===== src/rtl/mem_arbiter.sv =====
// mem_arbiter: two-port round-robin arbiter and sequencer for a multi-cycle memory.
// Port 0 is instruction fetch and port 1 is data load/store.
// The granted access is latched and held on the memory bus until the memory
// raises its completion flag, or until the watchdog expires.
// The owner then gets a one-cycle done pulse, with err on a timeout.
// Ports:
//   clk, rst_n                   clock, asynchronous active-low reset
//   pN_req/we/add/wdata          request side of port N (held until pN_done)
//   pN_rdata/done/err            response side of port N (all registered)
//   mem_add/write_data/read/write  memory command bus (registered, held in ACCESS)
//   mem_read_data, mem_ready_to_read, mem_finished_writing   memory response
module mem_arbiter #(
  parameter int add_width  = 10,
  parameter int data_width = 32,
  parameter int timeout    = 15
) (
  input  logic                  clk,
  input  logic                  rst_n,
  input  logic                  p0_req,
  input  logic                  p0_we,
  input  logic [add_width-1:0]  p0_add,
  input  logic [data_width-1:0] p0_wdata,
  output logic [data_width-1:0] p0_rdata,
  output logic                  p0_done,
  output logic                  p0_err,
  input  logic                  p1_req,
  input  logic                  p1_we,
  input  logic [add_width-1:0]  p1_add,
  input  logic [data_width-1:0] p1_wdata,
  output logic [data_width-1:0] p1_rdata,
  output logic                  p1_done,
  output logic                  p1_err,
  output logic [add_width-1:0]  mem_add,
  output logic [data_width-1:0] mem_write_data,
  output logic                  mem_read,
  output logic                  mem_write,
  input  logic [data_width-1:0] mem_read_data,
  input  logic                  mem_ready_to_read,
  input  logic                  mem_finished_writing
);
  typedef enum logic [1:0] {IDLE, ACCESS, RESP} state_t;

  localparam logic [3:0] TO = 4'(timeout);

  state_t                state, state_nxt;
  logic                  owner, owner_nxt;
  logic                  last_grant, last_grant_nxt;
  logic [3:0]            wait_cnt, wait_cnt_nxt;
  logic [add_width-1:0]  mem_add_nxt;
  logic [data_width-1:0] mem_write_data_nxt;
  logic                  mem_read_nxt, mem_write_nxt;
  logic [data_width-1:0] p0_rdata_nxt, p1_rdata_nxt;
  logic                  p0_done_nxt, p1_done_nxt, p0_err_nxt, p1_err_nxt;
  logic                  win, flag;

  always_ff @(posedge clk or negedge rst_n) begin
    if (!rst_n) begin
      state          <= IDLE;
      owner          <= 1'b0;
      last_grant     <= 1'b1;   // so the first tie goes to port 0
      wait_cnt       <= '0;
      mem_add        <= '0;
      mem_write_data <= '0;
      mem_read       <= 1'b0;
      mem_write      <= 1'b0;
      p0_rdata       <= '0;
      p1_rdata       <= '0;
      p0_done        <= 1'b0;
      p1_done        <= 1'b0;
      p0_err         <= 1'b0;
      p1_err         <= 1'b0;
    end else begin
      state          <= state_nxt;
      owner          <= owner_nxt;
      last_grant     <= last_grant_nxt;
      wait_cnt       <= wait_cnt_nxt;
      mem_add        <= mem_add_nxt;
      mem_write_data <= mem_write_data_nxt;
      mem_read       <= mem_read_nxt;
      mem_write      <= mem_write_nxt;
      p0_rdata       <= p0_rdata_nxt;
      p1_rdata       <= p1_rdata_nxt;
      p0_done        <= p0_done_nxt;
      p1_done        <= p1_done_nxt;
      p0_err         <= p0_err_nxt;
      p1_err         <= p1_err_nxt;
    end
  end

  always_comb begin
    state_nxt          = state;
    owner_nxt          = owner;
    last_grant_nxt     = last_grant;
    wait_cnt_nxt       = wait_cnt;
    mem_add_nxt        = mem_add;
    mem_write_data_nxt = mem_write_data;
    mem_read_nxt       = mem_read;
    mem_write_nxt      = mem_write;
    p0_rdata_nxt       = p0_rdata;
    p1_rdata_nxt       = p1_rdata;
    p0_done_nxt        = 1'b0;
    p1_done_nxt        = 1'b0;
    p0_err_nxt         = 1'b0;
    p1_err_nxt         = 1'b0;
    // a lone requester wins; on a tie the port that did not win last time wins
    win  = (p0_req && p1_req) ? ~last_grant : p1_req;
    flag = mem_read ? mem_ready_to_read : mem_finished_writing;
    case (state)
      IDLE: begin
        mem_read_nxt  = 1'b0;
        mem_write_nxt = 1'b0;
        if (p0_req || p1_req) begin
          owner_nxt          = win;
          last_grant_nxt     = win;
          mem_add_nxt        = win ? p1_add : p0_add;
          mem_write_data_nxt = win ? p1_wdata : p0_wdata;
          mem_read_nxt       = win ? ~p1_we : ~p0_we;
          mem_write_nxt      = win ? p1_we : p0_we;
          wait_cnt_nxt       = '0;
          state_nxt          = ACCESS;
        end
      end
      ACCESS: begin
        wait_cnt_nxt = wait_cnt + 4'd1;
        // at wait_cnt==0 the flag may still be left over from the previous access
        if (wait_cnt != 4'd0 && flag) begin
          if (mem_read) begin
            if (owner) p1_rdata_nxt = mem_read_data;
            else       p0_rdata_nxt = mem_read_data;
          end
          mem_read_nxt  = 1'b0;
          mem_write_nxt = 1'b0;
          p0_done_nxt   = ~owner;
          p1_done_nxt   = owner;
          state_nxt     = RESP;
        end else if (wait_cnt == TO) begin
          mem_read_nxt  = 1'b0;
          mem_write_nxt = 1'b0;
          p0_done_nxt   = ~owner;
          p1_done_nxt   = owner;
          p0_err_nxt    = ~owner;
          p1_err_nxt    = owner;
          state_nxt     = RESP;
        end
      end
      RESP: begin
        wait_cnt_nxt = '0;
        state_nxt    = IDLE;
      end
      default: state_nxt = IDLE;
    endcase
  end
endmodule

===== config.mk =====
export PLATFORM = sky130hd
export DESIGN_NAME = mem_arbiter
export DESIGN_NICKNAME = d
export VERILOG_FILES = /design/src/rtl/mem_arbiter.sv
export SDC_FILE = /design/constraint.sdc
export NUM_CORES = 1
export LEC_CHECK = 0
export CORE_AREA = 2 2 114 116
export DETAILED_ROUTE_END_ITERATION = 6
export DIE_AREA = 0 0 116 118
export PLACE_DENSITY_LB_ADDON = 0.25
export SETUP_SLACK_MARGIN = 0.15
export SLEW_MARGIN = 20
export SYNTH_ARGS = -nofsm -noshare
export SYNTH_HDL_FRONTEND = slang
export SYNTH_SLANG_ARGS = --single-unit

===== constraint.sdc =====
create_clock -name clk -period 1.8 [get_ports clk]
set_input_delay 0.18 -clock clk [delete_from_list [all_inputs] [get_ports clk]]
set_output_delay 0.18 -clock clk [all_outputs]
set_load 0.01 [all_outputs]

-- Yosys cells after proc, flatten, opt, wreduce, memory -nomap -nowiden
Cells that the tools add are included.
- register bits: 120
- bits of input ports: 124
- reduce and logical (&&, ||, !) cells: 13
- multiplexer cells: 28
- equal/unequal tests: 5
- bitwise gates (word level): 4
- add/sub/neg operators: 1
- operators by type and width (cell ; number):
    $mux 32 ; 1
    $mux 1 ; 18
    $pmux 4 s3 ; 1
    $mux 10 ; 1
    $reduce_and 2->1 ; 4
    $reduce_and 4->1 ; 2
    $mux 2 ; 3
    $add 4x1->4 const B ; 1
    $eq 4x4->1 const B ; 1
    $mux 4 ; 1
    $not 1->1 ; 4
    $pmux 1 s2 ; 2
    $pmux 2 s2 ; 1
    $reduce_bool 4->1 ; 1
    $ne 3x3->1 const B ; 1
    $reduce_bool 3->1 ; 1
    $eq 2x1->1 const B ; 1
    $eq 2x2->1 const B ; 1
    $logic_and 1x1->1 ; 2
    $logic_not 2->1 ; 1
    $ne 2x2->1 const B ; 1
    $reduce_bool 2->1 ; 1
    $logic_or 1x1->1 ; 1

-- Longest topological paths before layout
Gate-level depths: netlist of the first run.
- depth in word-level cells: 5
- mapped depth: 7
- depth with buffers taken out: 6

-- Worst setup path after synthesis of the first run
OpenSTA, ideal clock, no wires.
- kind: register -> register
- start point: reg wait_cnt[0]
- end point: reg p0_rdata[0]
- arrival: 1566 ps
- data required time: 1675 ps
- stages on the path, launching flop included: 8
- slack: 109 ps
- clock period less this slack: 1691 ps
- path through: dfrtp_1 > inv_1 > ha_1 > inv_1 > o311ai_4 > nor3_4 > buf_6 > mux2_2
- cells in the longest elaborated chain, start to end: 3
- ends and longest elaborated chain (item ; line ; RTL):
    start: declaration ; 48 ; logic [3:0] wait_cnt, wait_cnt_nxt;
    start signal: assignment ; 76 ; wait_cnt <= wait_cnt_nxt;
    $reduce_bool 4->1 ; 126 ; if (wait_cnt != 4'd0 && flag) begin
    $logic_and 1x1->1 ; 126 ;
    $reduce_and 4->1 (no source line) ; - ;
    end signal: assignment ; 81 ; p0_rdata <= p0_rdata_nxt;
    end: declaration ; 23 ; output logic [data_width-1:0] p0_rdata,
No other way between the ends.
A chain may end at the register's enable or synchronous reset.

-- Final worst setup path of the first run
- start point: reg wait_cnt[0]
- end point: reg p0_rdata[1]
The elaborated chain is that of the path after synthesis.

==> results of run 1 <==
Yosys cell counts, drive strengths merged:
library cell / number / area (um^2)
nand2: 45 / 169
a22o: 3 / 26.3
a21oi: 5 / 25.0
nand2b: 1 / 6.26
o21a: 1 / 7.51
o211ai: 2 / 15.0
a21boi: 1 / 7.51
buf: 17 / 133
a31oi: 1 / 6.26
o311ai: 1 / 26.3
mux2: 64 / 721
nor2: 5 / 26.3
nor4: 1 / 6.26
clkbuf: 5 / 18.8
nor3: 4 / 31.3
and3: 1 / 6.26
dfrtp: 119 / 2980
a31o: 2 / 17.5
nand4: 1 / 6.26
nor3b: 1 / 7.51
o21ai: 48 / 240
mux2i: 44 / 440
and2b: 1 / 7.51
a21o: 2 / 15.0
ha: 2 / 25.0
nand3: 1 / 5.00
inv: 5 / 18.8
dfstp: 1 / 26.3
cells by family after synthesis:
group                      count (synthesis)
adders and majority gates                  2
AOI/OAI and AO/OA                         66
and+or+nand+nor                           61
DFF                                      120
muxes                                    108
buffers and inverters                     27
worst max-delay path: stages, from the launching register on:
cell,delay [ns]
dfrtp_1,0.38
inv_1,0.06
ha_2,0.18
inv_2,0.04
o311ai_4,0.31
nor3_4,0.07
buf_12,0.18
mux2_1,0.33
sequential cells by signal, summed over array words and instances, names as in the netlist:
| name | count |
|---|---|
| owner | 1 |
| mem_add | 10 |
| wait_cnt | 4 |
| mem_write_data | 32 |
| p0_err | 1 |
| mem_write | 1 |
| state | 2 |
| p1_done | 1 |
| p0_done | 1 |
| p0_rdata | 32 |
| mem_read | 1 |
| last_grant | 1 |
| p1_rdata | 32 |
| p1_err | 1 |
what timing repair did:
action | 4_1_cts | 5_1_grt
resized for setup | 2 | 0
endpoints found under the setup margin | 65 | 64
gates cloned | 0 | 0
setup buffers | 1 | 0
hold buffers | 1 | 0
endpoints found under the hold margin | 119 | 0
power groups by stage:
stage               clock (W)  combinational (W)  sequential, W
floorplan                   0            0.00180        0.00508
global placement            0            0.00540        0.00457
detailed placement          0            0.00552        0.00463
CTS                   0.00382            0.00557        0.00460
global route          0.00394            0.00596        0.00474
finish                0.00373            0.00548        0.00458
through the flow:
| stage | std cells | setup WS, ns | util |
|---|---|---|---|
| final | 820 | 0.110 | 0.673 |
| after global routing | 820 | 0.0426 | 0.673 |
| after CTS | 820 | 0.0911 | 0.673 |
| after detailed placement | 786 | -0.000813 | 0.618 |
| after global placement | 786 | 0.0247 | 0.618 |
| after floorplan | 384 | 0.151 | - |
per-layer routing:
metal / GRT usage / up-vias / wire [um]
li1: - / 1860 / -
met1: 0.219 / 1841 / 5110
met2: 0.310 / 174 / 6010
met3: 0.0803 / 8 / 1340
met4: 0.0565 / 0 / 101
met5: 0 / - / 0
worst min-delay path by stage:
stage | to | slack [ns] | cells after the start
after floorplan | mem_add[0]$_DFFE_PN0P_ | -0.12 | 0
after global placement | p0_rdata[26]$_DFFE_PN0P_ | 0.22 | 2
after detailed placement | p1_rdata[26]$_DFFE_PN0P_ | 0.22 | 2
after CTS | p1_rdata[26]$_DFFE_PN0P_ | 0.36 | 3
after global routing | p1_rdata[26]$_DFFE_PN0P_ | 0.38 | 3
final | wait_cnt[2]$_DFFE_PN0P_ | 0.36 | 3
area by class of cell:
type,instances,share of cell area
multi-input cells,237,0.224
clock inverters,14,0.0265
repair buffers,254,0.310
clock buffers,18,0.0526
well taps,172,0.0258
inverters,5,0.00225
flip-flops and latches,120,0.360
==> run metrics, run 1 <==
root buffer cell=clkbuf_16; DRT iter0 DRCs=215; overall power=0.0138 W; total CTS buffers=17; final number of hold-violating endpoints=0; Via density=4.74; fillcell total=953; Crit Path Class=reg -> reg; number of global-route vias before repair=4075; post-DP HPWL=9500 um; NumNets Final=761; achievable frequency=0.592 GHz; commonest cells after routing, fill and taps aside=clkdlybuf4s50_1 (234), dfrtp_1 (118), o21ai_0 (47); clk slew on worst S/H paths=0.06 ns; CTS Sinks=120; outcome=finished clean; multi-input gate area in the final layout=1870 um^2; DRT Pass-1 Iters=4; cell count after synthesis=384; xor/xnor share of the synthesized area=0; DRC=0; grt ovf=0; Comb pwr share=0.397; synthesis warning total=0; final WL=12600 um; Skew-Pair Late Insertion Delay=0.40 ns; Mapped Area=5020 um^2; Die ar.=13700 um^2; io pins=236; Die W=116 um; CP max FO=32; final worst-path cycle share=0.939; WL/cell=15.3 um; largest family of logic cells by synthesized area=multiplexers; Worst Setup SP=wait_cnt[0]$_DFFE_PN0P_; proportion of layout cells with a drive suffix above 1=0.139; # H-tree levels=4; Die H=118 um; fin crit period=1.69 ns; register area share after synthesis=0.599; Leak=3.64 nW; Core ar.=12400 um^2; Synth Area in Compound Gates=0.0770; final setup fails=0; routed via count=3883; Layout area overhead=66.5%; Power Dens Cells=1650 nW/um^2; Slew Limit Fails=0; CP required=2.08 ns; worst hold slack=0.358 ns; CTS max path bufs=2; unrepaired setup endpoints after global routing=true; Reg power frac=0.332; startpoint types=flip-flop; Starting Density=0.404; clk_skew=0.00903 ns; clock share of power=0.270; hold crit path type=in -> async; global-route wire length before repair=20100 um; #FFs+latches synth=120; largest net degree at the start of global routing=67; Syn Nets=510; CP endpoint kind=flip-flop; placed instance area=7670 um^2; launching point of the worst reg2reg path=wait_cnt[0]$_DFFE_PN0P_; worst vdd ir=745 uV; initial antenna violation count=0; Net Sw Frac=0.303; proportion of synthesized area in mux cells=0.231; adder-cell share of the synthesized area=0.00499; Internal=0.00962 W; r2r endpoint=p0_rdata[1]$_DFFE_PN0P_; Max Cap Viol=0; antenna cells=0; net switching power figure=0.00418 W; commonest non-fill, non-tap cell in the layout=clkdlybuf4s50_1; Reg2Reg Depth=7; DRT antenna net count=0; Worst setup endpoint=p0_rdata[1]$_DFFE_PN0P_; mean post-synth cell area=13.1 um^2; Arr. time, crit path=1.97 ns; design area=8360 um^2; routability congestion estimate=0.760; Worst-Margin Slew=0.668 ns; Core Rows=41; port buffer count=235; Setup TNS=0 ns; gr usage total=0.187; TritonCTS clock tree=built; Slew HR=0.555; Yosys cell types=34; r2r setup slk=0.11 ns; Post-Synth Simple-Gate Area=0.0541; register area=3010 um^2
Power figures use the tool's default switching activity.
==> run 2, diff against run 1 <==
Settings changed: CTS_CLUSTER_DIAMETER set to 60, CTS_CLUSTER_SIZE set to 25.
==> results of run 2 <==
No change in the layout: final DEF, timing and power equal those of run 1.
